===== config.mk =====
export PLATFORM = sky130hd
export DESIGN_NAME = ahb_input_hold_stage
export DESIGN_NICKNAME = d
export VERILOG_FILES = /design/src/rtl/ahb_bm_pkg.sv /design/src/rtl/ahb_input_hold_stage.sv
export SDC_FILE = /design/constraint.sdc
export NUM_CORES = 1
export LEC_CHECK = 0
export BUFFER_PORTS_ARGS = -buffer_cell sky130_fd_sc_hd__buf_2
export CORE_MARGIN = 2
export CORE_UTILIZATION = 42
export DETAILED_ROUTE_END_ITERATION = 12
export PLACE_DENSITY = 0.86
export SLEW_MARGIN = 20
export SYNTH_ARGS = -nofsm -noshare
export SYNTH_HDL_FRONTEND = slang
export SYNTH_SLANG_ARGS = --single-unit

===== constraint.sdc =====
create_clock -name HCLK -period 1.75 [get_ports HCLK]
set_input_delay 0.35 -clock HCLK [delete_from_list [all_inputs] [get_ports HCLK]]
set_output_delay 0.35 -clock HCLK [all_outputs]
set_load 0.02 [all_outputs]

===== src/rtl/ahb_bm_pkg.sv =====
// Shared AHB bus-matrix definitions: HTRANS/HRESP encodings, the input-stage
// state enum and the packed address-phase record kept by the holding register.
package ahb_bm_pkg;

  localparam logic [1:0] HTRANS_IDLE   = 2'b00;
  localparam logic [1:0] HTRANS_BUSY   = 2'b01;
  localparam logic [1:0] HTRANS_NONSEQ = 2'b10;
  localparam logic [1:0] HTRANS_SEQ    = 2'b11;

  localparam logic [1:0] HRESP_OKAY  = 2'b00;
  localparam logic [1:0] HRESP_ERROR = 2'b01;

  typedef enum logic {
    ST_PASS = 1'b0,
    ST_HOLD = 1'b1
  } hold_state_t;

  typedef struct packed {
    logic [1:0]  trans;
    logic [31:0] addr;
    logic        write;
    logic [2:0]  size;
    logic [2:0]  burst;
    logic [3:0]  prot;
    logic        mastlock;
  } addr_phase_t;

endpackage


===== src/rtl/ahb_input_hold_stage.sv =====
// AHB slave-port input stage: passes address phases straight through, or parks
// one in a holding register until the decoder accepts it.
// Optional macro AHB_INPUT_HOLD_AUSER_EN carries HAUSERS through the stage.
module ahb_input_hold_stage
  import ahb_bm_pkg::*;
(
  input  logic        HCLK,
  input  logic        HRESETn,
  input  logic        HSELS,
  input  logic [1:0]  HTRANSS,
  input  logic [31:0] HADDRS,
  input  logic        HWRITES,
  input  logic [2:0]  HSIZES,
  input  logic [2:0]  HBURSTS,
  input  logic [3:0]  HPROTS,
  input  logic        HMASTLOCKS,
  input  logic [31:0] HAUSERS,
  input  logic        HREADYS,
  input  logic        active_in,
  input  logic        readyout_in,
  input  logic [1:0]  resp_in,
  output logic        sel_in,
  output logic [1:0]  trans_in,
  output logic [31:0] addr_in,
  output logic        write_in,
  output logic [2:0]  size_in,
  output logic [2:0]  burst_in,
  output logic [3:0]  prot_in,
  output logic        mastlock_in,
  output logic [31:0] auser_in,
  output logic [21:0] decode_addr_dec,
  output logic        ready_in,
  output logic        held_tran_in,
  output logic        HREADYOUTS,
  output logic [1:0]  HRESPS
);

  hold_state_t state, state_next;
  addr_phase_t live, held, presented;
  logic        new_tran;
  logic        capture;
  logic        in_hold;

  assign live = '{trans: HTRANSS, addr: HADDRS, write: HWRITES, size: HSIZES,
                  burst: HBURSTS, prot: HPROTS, mastlock: HMASTLOCKS};

  assign new_tran = HSELS & HTRANSS[1] & HREADYS;
  assign in_hold  = (state == ST_HOLD);
  // Park only a real transfer the decoder refuses; HOLD never reloads.
  assign capture  = ~in_hold & new_tran & ~active_in;

  always_comb begin
    // NOTE: default first so every path assigns state_next and no latch is inferred.
    state_next = state;
    case (state)
      ST_PASS: if (capture)   state_next = ST_HOLD;
      ST_HOLD: if (active_in) state_next = ST_PASS;
      default:                state_next = ST_PASS;
    endcase
  end

  always_ff @(posedge HCLK) begin
    // NOTE: non-blocking assignments for every flop so all state updates see pre-edge values.
    if (!HRESETn) begin
      state <= ST_PASS;
      held  <= '0;
    end else begin
      state <= state_next;
      if (capture) held <= live;
    end
  end

`ifdef AHB_INPUT_HOLD_AUSER_EN
  logic [31:0] held_auser;

  always_ff @(posedge HCLK) begin
    if (!HRESETn)     held_auser <= '0;
    else if (capture) held_auser <= HAUSERS;
  end

  assign auser_in = in_hold ? held_auser : HAUSERS;
`else
  logic unused_auser;

  assign unused_auser = ^HAUSERS;
  assign auser_in     = '0;
`endif

  assign presented = in_hold ? held : live;

  assign sel_in          = in_hold | HSELS;
  assign trans_in        = presented.trans;
  assign addr_in         = presented.addr;
  assign write_in        = presented.write;
  assign size_in         = presented.size;
  assign burst_in        = presented.burst;
  assign prot_in         = presented.prot;
  assign mastlock_in     = presented.mastlock;
  assign decode_addr_dec = presented.addr[31:10];

  // While holding, the master is stalled and the decoder sees a ready bus.
  assign held_tran_in = in_hold;
  assign ready_in     = in_hold | HREADYS;
  assign HREADYOUTS   = ~in_hold & readyout_in;
  assign HRESPS       = in_hold ? HRESP_OKAY : resp_in;

endmodule


==> results of run 1 <==
-- how the worst max path moves through the flow --
stage	start	endpoint	slack (ps)
final	held_tran_in$_SDFF_PN0_	addr_in[14]	-30
after global routing	held_tran_in$_SDFF_PN0_	addr_in[29]	-80
after CTS	held_tran_in$_SDFF_PN0_	addr_in[14]	-40
after detailed placement	held_tran_in$_SDFF_PN0_	held[21]$_SDFFE_PN0P_	190
after global placement	held_tran_in$_SDFF_PN0_	held[15]$_SDFFE_PN0P_	270
after floorplan	held_tran_in$_SDFF_PN0_	decode_addr_dec[0]	30
-- flip-flops by register name, indices dropped and copies added, names as in the netlist --
signal / cells
held: 46
held_tran_in: 1
-- where the power goes --
part | total [W] | internal, W | switching, W
Sequential | 0.00110 | 0.00109 | 0.0000124
Combinational | 0.000581 | 0.000219 | 0.000362
Clock | 0.000807 | 0.000426 | 0.000381
-- per-layer routing --
layer,track usage,wire (um),vias up
met4,0.0341,30,0
met5,0,0,-
met2,0.285,3010,102
met1,0.174,2420,1028
li1,-,-,1138
met3,0.0305,406,4
-- kinds of logic (layout without fill, tap and decap cells) --
family,after synthesis,count (layout)
AOI/OAI and AO/OA,2,2
and+or+nand+nor,101,101
DFF,47,47
muxes,90,90
other,1,32
buffers and inverters,75,141
-- layout make-up --
type	count	area (sq um)
clock buffers	5	68.8
clock inverters	3	43.8
fillers	629	3300
multi-input cells	225	1520
flip-flops and latches	47	945
well taps	80	100
repair buffers	133	746
-- cells in the final DEF (no fill, tap or decap), types with 3 or more instances in the layout --
master,n
mux2i_1,45
buf_12,3
buf_2,127
clkbuf_8,5
dfxtp_1,46
nand2_1,93
mux2_2,43
conb_1,32
nor2b_1,4
-- through the flow --
stage               power, W  cells
CTS                  0.00253    492
finish               0.00249    493
global placement     0.00169    483
detailed placement   0.00171    483
floorplan            0.00162    347
global route         0.00262    493
-- worst register-to-register path, stage by stage, from the launching register on --
cell and delay [ps]:
dfxtp_4 380, buf_16 160, nand2b_4 160, nor3_4 200, buf_12 310, mux2i_1 290
-- timing repair --
item / 4_1_cts / 5_1_grt
buffers inserted: 0 / 1
resized for setup: 5 / 1
endpoints found under the hold margin: 0 / 0
setup endpoints to repair: 67 / 67
cloned: 1 / 0
pin swaps: 0 / 0
==> metrics, run 1 <==
Synth cell types 15; Final Hold Fails 0; Synth Area in Simple Gates 0.145; largest cells by area after synthesis dfxtp_1 (33%), mux2_2 (18%), mux2i_1 (16%), buf_4 (14%), nand2_1 (12%); hold slack 296 ps; leak pwr 1.55 nW; H-tree levels 2; first-pass GRT wire length 9.18 mm; Max Clock Freq 563 MHz; Hold Crit Depth 3; adder-cell area share of the yosys netlist 0; synthesized cell area 0.00288 sq mm; final instance area 0.00342 sq mm; Top Family by Delay on Critical Path flip-flops; max-cap violations 0; main combinational cell family by area after synthesis multiplexers; DRC viols 0; WHS Endpoint held[15]$_SDFFE_PN0P_; Yosys Warn Count 0; number of cells on the critical path 3; Reg2Reg Setup Slack 180 ps; ant diodes 0; final antenna-violating net count 0; critical path required time 1400 ps; Routed WL 5.86 mm; max-slew violation count 0; Synth area leader dfxtp_1; pre-CTS setup slack 194 ps; clk slew on worst S/H paths 90 ps; largest net degree at the start of global routing 93; CTS tree built; layout cells sized above 1 0.462; failing checks setup timing; number of synthesized register bits 47; R2R depth 5; Critical Path Sink Type output port; CTS buffer count 5; area of the die 0.00752 sq mm; number of synthesized flops with an enable pin 0; final setup margin -26.2 ps; Overflow after GRT 0; Starting Density 0.428; xor/xnor share of the synthesized area 0; clk sinks 47; critical path arrival 1430 ps; post-synthesis compound-gate area fraction 0.00522; CP cell instances buf_12 > mux2_2 > buf_2; vias in the first global route 2,027; DIE WIDTH 86.7 um; standard-cell row count 30; async set or reset register ratio after synthesis 0; Final Cycle Share 1.01; pwr/cell area 729 mW/mm^2; Placer Congestion 0.708; reg-to-reg critical path endpoint held[21]$_SDFFE_PN0P_; post-route minimum period 1780 ps; initial drt markers 43; Hold Buf Count CTS 0; Seq/Total Area, Yosys 0.327; fin util 0.509; status finished with violations; worst skew pair latency 300 ps; clk buf depth 2; Syn Inst Count 316; Setup TNS -426 ps; CP Launch Type flip-flop; CP max stage cell dfxtp_4; area growth from synthesis to layout 18.9%; most frequent cells after synthesis nand2_1 (93), buf_4 (55), dfxtp_1 (47), mux2_2 (45), mux2i_1 (45); share of the synthesized area in the top cell type 0.327; routed len/inst 11.9 um; Synth Flop Type dfxtp_1; antenna violations before repair 0; VDD IR max 319 uV; Worst Hold Class input pin to flip-flop; Final nets 498; overall routing resource usage 0.151; DR pass1 iterations 4; Worst Skew 3.71 ps; Crit path buffers/inverters 2; Final setup violation count 36; Cell Area, Placed 0.00325 sq mm; # port buffers 127; syn avg cell area 9.10 sq um; Via density 4.61; worst-path fanout max 20; post-synthesis mux area share 0.333; most common cell in the netlist nand2_1; Worst path max stage delay 410 ps; vias 2,272; critical path class flip-flop to output port; boundary pin count 192; RSZ-0062 raised after global routing yes; clk root buf clkbuf_8; DIE HEIGHT 86.7 um; core area 0.00672 sq mm; hold path start HADDRS[3]; reg-to-reg startpoint held_tran_in$_SDFF_PN0_; Post-DP HPWL 4.03 mm
Note: power is estimated with default switching activity, not from simulation.
==> run 2: changes to the inputs <==
--- a/config.mk
+++ b/config.mk
@@ -10,6 +10,7 @@
 export CORE_UTILIZATION = 42
 export DETAILED_ROUTE_END_ITERATION = 12
 export PLACE_DENSITY = 0.86
+export RECOVER_POWER = 100
 export SLEW_MARGIN = 20
 export SYNTH_ARGS = -nofsm -noshare
 export SYNTH_HDL_FRONTEND = slang
==> metrics, run 2 (synthesis results as in run 1) <==
first-pass GRT wire length 9.18 mm; ant diodes 0; CP Launch Type flip-flop; standard-cell row count 30; final antenna-violating net count 0; antenna violations before repair 0; Routed WL 5.87 mm; Register Area 945 sq um; Critical Path Sink Type output port; pre-CTS setup slack 194 ps; clk root buf clkbuf_8; worst-path fanout max 20; CTS tree built; Final Hold Fails 0; DIE HEIGHT 86.7 um; critical path arrival 1430 ps; layout cells sized above 1 0.460; final setup margin -25.6 ps; CP max stage cell dfxtp_4; routed len/inst 11.9 um; commonest cells after routing, fill and taps aside buf_2 (122), nand2_1 (93), dfxtp_1 (46), mux2i_1 (45), mux2_2 (43); Starting Density 0.428; Top reg by flops held; # port buffers 127; reg-to-reg startpoint held_tran_in$_SDFF_PN0_; Final nets 498; core area 0.00672 sq mm; worst slew pin tran 574 ps; Pwr Total 0.00249 W; reg-to-reg critical path endpoint held[21]$_SDFFE_PN0P_; Hold Buf Count CTS 0; hold slack 296 ps; post-route minimum period 1780 ps; failing checks setup timing; commonest non-fill, non-tap cell in the layout buf_2; critical path required time 1400 ps; hold path start HADDRS[3]; overall routing resource usage 0.151; clk sinks 47; initial drt markers 43; VDD IR max 319 uV; WHS Endpoint held[15]$_SDFFE_PN0P_; Max Clock Freq 563 MHz; RSZ-0062 raised after global routing yes; DRC viols 0; critical path class flip-flop to output port; Worst path max stage delay 410 ps; max-cap violations 0; H-tree levels 2; Largest register FFs 46; pwr/cell area 730 mW/mm^2; boundary pin count 192; clk slew on worst S/H paths 90 ps; Final Cycle Share 1.01; Post-DP HPWL 4.03 mm; Worst Hold Class input pin to flip-flop; Via density 4.61; Overflow after GRT 0; area of the die 0.00752 sq mm; area growth from synthesis to layout 18.6%; CTS buffer count 5; Placer Congestion 0.708; Final setup violation count 36; Multi-input gate area 0.00152 sq mm; R2R depth 5; worst skew pair latency 300 ps; Hold Crit Depth 3; max-slew violation count 0; status finished with violations; largest net degree at the start of global routing 93; fillers 633; DIE WIDTH 86.7 um; Setup TNS -404 ps; CP cell instances buf_12 > mux2_2 > buf_2; Reg2Reg Setup Slack 40 ps; vias 2,271; clk buf depth 2; DR pass1 iterations 4; vias in the first global route 2,027; leak pwr 1.54 nW; Slew headroom 0.617; Worst Skew 3.71 ps
run 2: cell types whose count changed in the layout (fill, tap and decap cells not counted):
cell	delta
buf_2	-5
buf_6	+1
clkbuf_2	+4
clkbuf_1	+1
buf_12	-1
run 2: what timing repair did:
action                                  in CTS  in global routing
gates resized for setup                      5                  1
endpoints found under the setup margin      67                 67
gates cloned                                 1                  0
pin swaps                                    0                  0
setup buffers                                0                  1
run 2: per-stage QoR:
stage / util / instance area [sq um] / std cells
after floorplan: - / 2990 / 347
after global placement: 0.484 / 3250 / 483
after detailed placement: 0.484 / 3250 / 483
after CTS: 0.507 / 3410 / 492
after global routing: 0.507 / 3410 / 493
final: 0.507 / 3410 / 493
run 2: report_power, final:
group	internal (W)	total [W]	switching [W]	leakage, nW
registers	0.00109	0.00110	0.0000124	0.381
logic	0.000217	0.000579	0.000362	1.10
clock network	0.000426	0.000807	0.000381	0.0581
run 2: area by class of cell:
cell class | count | share of cell area
multi-input combinational | 225 | 0.445
timing repair buffer | 133 | 0.216
sequential | 47 | 0.277
clock inverter | 3 | 0.0128
clock buffer | 5 | 0.0202
tap | 80 | 0.0294
run 2: worst max-delay path, delay by kind of cell, from the launching register on:
family / cells / cell delay [ps]
buf+inv: 2 / 360
flops: 1 / 410
mux: 1 / 360
run 2: how the worst max path moves through the flow:
stage | from | cells after the start | slack [ps] | end
finish | held_tran_in$_SDFF_PN0_ | 3 | -30 | addr_in[14]
CTS | held_tran_in$_SDFF_PN0_ | 3 | -40 | addr_in[14]
global placement | held_tran_in$_SDFF_PN0_ | 5 | 270 | held[15]$_SDFFE_PN0P_
floorplan | held_tran_in$_SDFF_PN0_ | 4 | 30 | decode_addr_dec[0]
detailed placement | held_tran_in$_SDFF_PN0_ | 5 | 190 | held[21]$_SDFFE_PN0P_
global route | held_tran_in$_SDFF_PN0_ | 3 | -80 | addr_in[29]
run 2: layer usage:
layer / track usage / up-vias / part of all wire
li1: - / 1137 / -
met1: 0.174 / 1028 / 0.41
met2: 0.285 / 102 / 0.51
met3: 0.0305 / 4 / 0.069
met4: 0.0341 / 0 / 0.0051
met5: 0 / - / 0
